<file path="config.mk">
export PLATFORM = sky130hd
export DESIGN_NAME = alu_issue_stage
export DESIGN_NICKNAME = d
export VERILOG_FILES = /design/src/rtl/alu_issue_stage.sv
export SDC_FILE = /design/constraint.sdc
export NUM_CORES = 1
export LEC_CHECK = 0
export ABC_CLOCK_PERIOD_IN_PS = 4700
export CAP_MARGIN = 20
export CORE_UTILIZATION = 47
export CTS_BUF_LIST = sky130_fd_sc_hd__clkbuf_4 sky130_fd_sc_hd__clkbuf_8 sky130_fd_sc_hd__clkbuf_16
export DETAILED_ROUTE_END_ITERATION = 10
export PLACE_DENSITY_LB_ADDON = 0.08
export SLEW_MARGIN = 20
export SYNTH_ARGS = -nofsm -noshare
export SYNTH_HDL_FRONTEND = slang
export SYNTH_SLANG_ARGS = --single-unit
</file>
<file path="constraint.sdc">
create_clock -name clk -period 4.7 [get_ports clk]
set_clock_uncertainty 0.2 [all_clocks]
set_input_delay 0.94 -clock clk [delete_from_list [all_inputs] [get_ports clk]]
set_output_delay 0.94 -clock clk [all_outputs]
set_load 0.02 [all_outputs]
</file>
<file path="src/rtl/alu_issue_stage.sv">
// Issue stage in front of a combinational 32-bit ALU: command FIFO feeding the ALU,
// with a registered result/flag stage behind valid/ready handshakes on both sides.
module alu_issue_stage #(
   parameter int DEPTH = 4,
   parameter int WIDTH = 32
) (
   input  logic                     clk,
   input  logic                     reset,
   input  logic                     cmd_valid,
   output logic                     cmd_ready,
   input  logic [2:0]               cmd_op,
   input  logic [WIDTH-1:0]         cmd_a,
   input  logic [WIDTH-1:0]         cmd_b,
   output logic [2:0]               alu_S,
   output logic [WIDTH-1:0]         alu_A,
   output logic [WIDTH-1:0]         alu_B,
   input  logic [WIDTH-1:0]         alu_out,
   input  logic                     alu_zero,
   input  logic                     alu_overflow,
   input  logic                     alu_cout,
   output logic                     res_valid,
   input  logic                     res_ready,
   output logic [WIDTH-1:0]         res_data,
   output logic                     res_zero,
   output logic                     res_overflow,
   output logic                     res_cout,
   output logic [$clog2(DEPTH):0]   count
);

   localparam int AW = $clog2(DEPTH);
   localparam logic [AW:0] FULL = (AW+1)'(DEPTH);

   logic [2:0]       op_mem [DEPTH];
   logic [WIDTH-1:0] a_mem  [DEPTH];
   logic [WIDTH-1:0] b_mem  [DEPTH];
   logic [AW-1:0]    wr_ptr, rd_ptr;
   logic             push, issue, not_empty;

   assign not_empty = (count != '0);
   assign cmd_ready = (count < FULL);
   assign push      = cmd_valid && cmd_ready;
   assign issue     = not_empty && (!res_valid || res_ready);

   assign alu_S = not_empty ? op_mem[rd_ptr] : 3'd0;
   assign alu_A = not_empty ? a_mem[rd_ptr]  : '0;
   assign alu_B = not_empty ? b_mem[rd_ptr]  : '0;

   // Storage has no reset; a reset cycle must still not accept a command.
   always_ff @(posedge clk) begin
      if (!reset && push) begin
         op_mem[wr_ptr] <= cmd_op;
         a_mem[wr_ptr]  <= cmd_a;
         b_mem[wr_ptr]  <= cmd_b;
      end
   end

   always_ff @(posedge clk) begin
      if (reset) begin
         wr_ptr <= '0;
         rd_ptr <= '0;
         count  <= '0;
      end else begin
         if (push)  wr_ptr <= wr_ptr + 1'b1;
         if (issue) rd_ptr <= rd_ptr + 1'b1;
         case ({push, issue})
            2'b10:   count <= count + 1'b1;
            2'b01:   count <= count - 1'b1;
            default: count <= count;
         endcase
      end
   end

   always_ff @(posedge clk) begin
      if (reset) begin
         res_valid    <= 1'b0;
         res_data     <= '0;
         res_zero     <= 1'b0;
         res_overflow <= 1'b0;
         res_cout     <= 1'b0;
      end else if (issue) begin
         res_valid    <= 1'b1;
         res_data     <= alu_out;
         res_zero     <= alu_zero;
         res_overflow <= alu_overflow;
         res_cout     <= alu_cout;
      end else if (res_valid && res_ready) begin
         res_valid <= 1'b0;
      end
   end

endmodule

</file>
==> flow_summary_export.csv, run 1 <==
group,metric,value,unit
timing,min_period,3.948,ns
clock_network,cts-root-buf,"clkbuf_16",
drt,vias_per_cell,5.389,
finish,final_common_cell,"edfxtp_1",
global_routing,grt_pass1_vias,6917,
clock_network,cts_hold_buf,0,
drt,wire_per_inst,20.56,um
worst_setup_path,cp_slowest_cell,"dfxtp_4",
placement,port_buffers,212,
global_routing,grt_pass1_wl,38.22,mm
drt,drc,0,
timing,rsz0062_at_grt,"no",
finish,layout.nets,971,
floorplan,die_x,161.9,um
floorplan,start_util,47.87,%
synthesis,synthesis.area,12020,sq um
clock_network,clk_latency,0.50,ns
timing,hold_viol,0,
clock_network,cts_tree,"built",
power,switching_share,30.14,%
power,peakVddDrop,0.0003999,V
synthesis,synthTopCellsByArea,"edfxtp_1, mux4_2, dfxtp_1",
finish,syn_to_final_growth,30.57,%
floorplan,core_region_area,25110,sq um
synthesis,ys_seq_elements,313,
power,p_total,9.324,mW
worst_setup_path,crit_type,"flop to output port",
flow_run,cap_violations,0,
power,p_leak,5.036,nW
clock_network,cts_made_buffers,34,
power,p_int,6.514,mW
finish,final_layout_size_suffix_gt1_share,16.57,%
worst_setup_path,path_delay_family,"buffers and inverters",
global_routing,antenna_found_initial,1,
timing,fmax,253.3,MHz
drt,drtAntennaViolNets,0,
worst_setup_path,worstPathRequired,3.56,ns
worst_setup_path,worstSetupEndpointType,"output port",
floorplan,die_h,161.9,um
synthesis,synth_cell_types,27,
finish,mostFrequentLayoutCells,"edfxtp_1, clkdlybuf4s50_1, nor2b_1, mux4_2, dfxtp_1",
worst_setup_path,path_cells,"buf_4 > mux4_2 > nor2b_1 > clkdlybuf4s50_1",
timing,layout_worst_path_cycle_share,83.99,%
power,p_sw,2.811,mW
worst_setup_path,max_stage_delay,0.66,ns
placement,place.gp.congestion,0.7711,
timing,finalSetupViolCount,0,
global_routing,overflow,0,
power,seqPwrFrac,37.0,%
timing,fin_tns_setup,0,ns
drt,first_pass_iters,4,
clock_network,cts_buffer_depth,3,
worst_setup_path,cp_max_fo,24,
power,p_clk_share,29.2,%
timing,fin_hold_ws,0.2808,ns
floorplan,io_pins,213,
global_routing,grt_max_degree,69,
drt,drt-total-wl,24.92,mm
synthesis,synth_area_per_cell,18.75,sq um
floorplan,row_count,58,
drt,dr_total_vias,6531,
clock_network,clkTransAtPathRegs,0.06,ns
power,cellPowerDensity,594.1,nW/um^2
timing,setup_ws,0.7523,ns
timing,relSlewSlack,51.98,%
placement,dp_slack,1.181,ns
worst_setup_path,worstPathArrival,2.81,ns
placement,dp_hpwl,14.78,mm
synthesis,yosysSeqAreaShare,74.45,%
timing,maxSlewViolCount,0,
drt,dr.first_iter.drc_count,395,
worst_setup_path,startpoint_type,"flop",
status,status,"complete, no violations",
timing,tightest_slew,0.7179,ns
synthesis,yosysWarnings,0,
power,combPwrFrac,33.8,%
synthesis,syn_inst,641,
worst_setup_path,path_buf_inv,2,
clock_network,clock_sinks,313,
synthesis,synth.top_cell.area_share,66.95,%
clock_network,postCtsSetupRepairBufs,0,
synthesis,yosys.area.top_type,"edfxtp_1",
floorplan,die_area,26220,sq um
clock_network,h-tree-depth,2,
global_routing,grt_util_all_layers,19.14,%
synthesis,syn-num-nets,753,
hold_path,hold_class,"flop to flop",
clock_network,cts_resized,0,
## worst reg2reg max path, cell delays in order, from the launching register on
cell and delay [ns]:
dfxtp_1 0.40, nor3_4 0.65, buf_12 0.41, nor2_1 0.20, ha_1 0.24, inv_1 0.07, fa_1 0.18, xor2_1 0.08
or3_1 0.32, a21oi_1 0.15
## final timing paths
| kind | from | to | slack, ns | depth (start not counted) |
|---|---|---|---|---|
| min reg2reg | res_data[11] | res_data[11] | 0.28 | 2 |
| max | flop | alu_A[30] | 0.75 | 4 |
| min | res_data[11] | res_data[11] | 0.28 | 2 |
| max reg2reg | count[2] | count[2] | 1.73 | 9 |
## state kept, by name, indices dropped and copies added (netlist names), named ones only
register,count
res_data,32
wr_ptr,2
count,3
op_mem,12
res_zero,1
res_overflow,1
a_mem,128
res_valid,1
rd_ptr,2
res_cout,1
b_mem,128
## synthesized netlist by cell type (all sizes together)
library cell / instances
nand3b: 35
inv: 7
xor2: 2
mux4: 67
nor2: 8
edfxtp: 268
nand2b: 1
nor3: 1
mux2: 3
a21oi: 39
ha: 5
dfxtp: 45
or3: 1
and2: 4
o21ai: 36
clkbuf: 17
nor3b: 1
nor2b: 71
fa: 1
nand2: 2
buf: 26
xnor2: 1
## layer usage
metal  routed length [um]  vias up  track usage, %
li1                     -     2949               -
met1                10500     3346           24.75
met2                12340      192           31.74
met3                 1511       44           4.673
met4                  563        0           6.561
met5                    0        -               0
## through the flow
stage          std cells  util, %  cell area (sq um)
2_1_floorplan        641        -              12020
3_3_place_gp        1153    57.89              14540
3_5_place_dp        1153    57.90              14540
4_1_cts             1211    62.50              15690
5_1_grt             1211    62.50              15690
6_report            1212    62.51              15700
## layout make-up
type | count | area (sq um)
Fill cell | 1816 | 9414
Sequential cell | 313 | 8956
Multi-Input combinational cell | 278 | 2848
Timing Repair Buffer | 225 | 2295
Clock buffer | 46 | 964.7
Tap cell | 330 | 412.9
Clock inverter | 12 | 190.2
Inverter | 7 | 26.28
Antenna cell | 1 | 2.502
## cells by family (layout without fill, tap and decap cells)
kind of cell | Yosys count | after routing | synth area share (%)
AO/OA/AOI/OAI | 75 | 75 | 3.123
buffers and inverters | 50 | 290 | 2.040
XOR/XNOR | 3 | 3 | 0.2186
adder cells (fa/ha/maj) | 6 | 6 | 0.6870
AND/OR/NAND/NOR | 124 | 124 | 6.652
multiplexers | 70 | 70 | 12.83
flip-flops | 313 | 313 | 74.45
other | 0 | 1 | 0
## power groups by stage
stage | combinational (mW) | sequential (mW) | clock, mW
2_1_floorplan | 1.82 | 3.53 | 0
3_3_place_gp | 3.14 | 3.50 | 0
5_1_grt | 3.36 | 3.48 | 2.89
4_1_cts | 3.20 | 3.46 | 2.79
3_5_place_dp | 3.19 | 3.51 | 0
6_report | 3.15 | 3.45 | 2.72
Power figures use the tool's default switching activity.
==> inputs of run 2 (changes only) <==
Settings changed: ABC_CLOCK_PERIOD_IN_PS 4700 to 4100.
Clock period 4.7 ns to 4.1 ns, I/O delays scaled along.
==> flow_summary_export.csv, run 2 (same netlist as run 1, synthesis figures left out) <==
group,metric,value,unit
floorplan,io_pins,213,
timing,min_period,3.664,ns
hold_path,whs_endpoint,"res_data[16]",
worst_setup_path,reg2reg_slack,1.35,ns
global_routing,grt_util_all_layers,18.97,%
drt,wl_met2,11.81,mm
worst_setup_path,worstSetupEndpointType,"output port",
floorplan,die_area,26220,sq um
global_routing,grt_max_degree,61,
worst_setup_path,worstPathRequired,3.08,ns
finish,top_regs,"a_mem: 128 flops, b_mem: 128 flops, res_data: 32 flops",
timing,tightest_slew,0.5630,ns
worst_setup_path,reg2reg_to,"count[2]",
global_routing,grt_pass1_vias,6766,
timing,layout_worst_path_cycle_share,89.36,%
floorplan,die_h,161.9,um
floorplan,row_count,58,
drt,maxUsedRoutingLayer,"met4",
worst_setup_path,cp_slowest_cell,"mux4_2",
timing,finalSetupViolCount,0,
worst_setup_path,startpoint_type,"flop",
drt,dr.first_iter.drc_count,520,
timing,fmax,273.0,MHz
finish,instances_no_fill,1218,
placement,dp_hpwl,15.03,mm
drt,wl_met3,1.453,mm
floorplan,start_util,47.87,%
worst_setup_path,crit_type,"flop to output port",
timing,rsz0062_at_grt,"no",
power,peakVddDrop,0.0004538,V
hold_path,min_delay_path_depth,2,
status,status,"complete, no violations",
flow_run,cap_violations,0,
timing,maxSlewViolCount,0,
floorplan,core_region_area,25110,sq um
drt,vias_per_cell,5.299,
timing,fin_hold_ws,0.2823,ns
worst_setup_path,worstPathArrival,2.64,ns
finish,final_common_cell,"edfxtp_1",
global_routing,grt_pass1_wl,38.01,mm
finish,finish.utilization,62.42,%
drt,m1WireLength,10.44,mm
power,p_total,10.48,mW
clock_network,clock_sinks,313,
clock_network,h-tree-depth,2,
hold_path,hp-start,"res_data[16]",
timing,relSlewSlack,62.34,%
placement,dp_slack,0.7963,ns
timing,fin_tns_setup,0,ns
drt,dr_total_vias,6454,
finish,fin_area,15670,sq um
worst_setup_path,reg2regPathDepth,9,
drt,drtAntennaViolNets,0,
clock_network,cts_made_buffers,34,
global_routing,antenna_found_initial,1,
clock_network,cts_tree,"built",
clock_network,cts_hold_buf,0,
finish,final_layout_size_suffix_gt1_share,16.44,%
clock_network,cts_buffer_depth,3,
worst_setup_path,cp_max_fo,38,
finish,diodes,0,
finish,syn_to_final_growth,30.39,%
timing,hold_viol,0,
worst_setup_path,max_stage_delay,0.58,ns
clock_network,cts_resized,0,
global_routing,overflow,0,
clock_network,clkTransAtPathRegs,0.06,ns
drt,drt-total-wl,24.08,mm
drt,wire_per_inst,19.77,um
timing,setup_ws,0.4363,ns
drt,drc,0,
worst_setup_path,path_cells,"buf_12 > mux4_2 > nor2b_1 > clkdlybuf4s50_1",
clock_network,postCtsSetupRepairBufs,0,
placement,dp.cells,1159,
drt,first_pass_iters,4,
floorplan,die_x,161.9,um
power,p_leak,5.028,nW
placement,place.gp.congestion,0.8331,
placement,port_buffers,212,
placement,post_dp_cell_area,14590,sq um
finish,layout.nets,977,
clock_network,cts-root-buf,"clkbuf_16",
finish,mostFrequentLayoutCells,"edfxtp_1, clkdlybuf4s50_1, nor2b_1, mux4_2, dfxtp_1",
power,cellPowerDensity,668.6,nW/um^2
worst_setup_path,r2r-start,"count[2]",
hold_path,hold_class,"flop to flop",
clock_network,clk_latency,0.49,ns
-- run 2: layout make-up --
type	count	area [sq um]
clock inverter	19	167.7
clock buffer	40	913.4
multi-input combinational	278	2845
tap	330	412.9
sequential	313	8956
fill	1852	9435
inverter	7	26.28
timing repair buffer	231	2352
-- run 2: report_power, final --
part	switching, mW	total, mW	internal (mW)
Combinational	1.88	3.65	1.77
Sequential	0.164	3.92	3.75
Clock	1.14	2.92	1.78
-- run 2: worst max-delay path by stage --
stage               from            to  cells past startpoint  slack (ns)
2_1_floorplan  cmd_valid   a_mem[0][0]                      4        0.60
3_3_place_gp   cmd_valid  b_mem[1][22]                      6        0.88
3_5_place_dp   cmd_valid  a_mem[1][14]                      6        0.80
4_1_cts             flop     alu_A[12]                      4        0.38
5_1_grt             flop     alu_A[12]                      4        0.29
6_report            flop      alu_A[2]                      4        0.44
-- run 2: worst max-delay path, delay by kind of cell, from the launching register on --
kind / cells / cell delay [ns]
flops: 1 / 0.50
buf+inv: 2 / 0.90
mux: 1 / 0.58
simple gates: 1 / 0.15
-- run 2: per-layer routing --
layer | track usage [%] | up-vias
met5 | 0 | -
met4 | 4.674 | 0
met3 | 4.239 | 31
met2 | 31.66 | 198
met1 | 25.36 | 3263
li1 | - | 2962
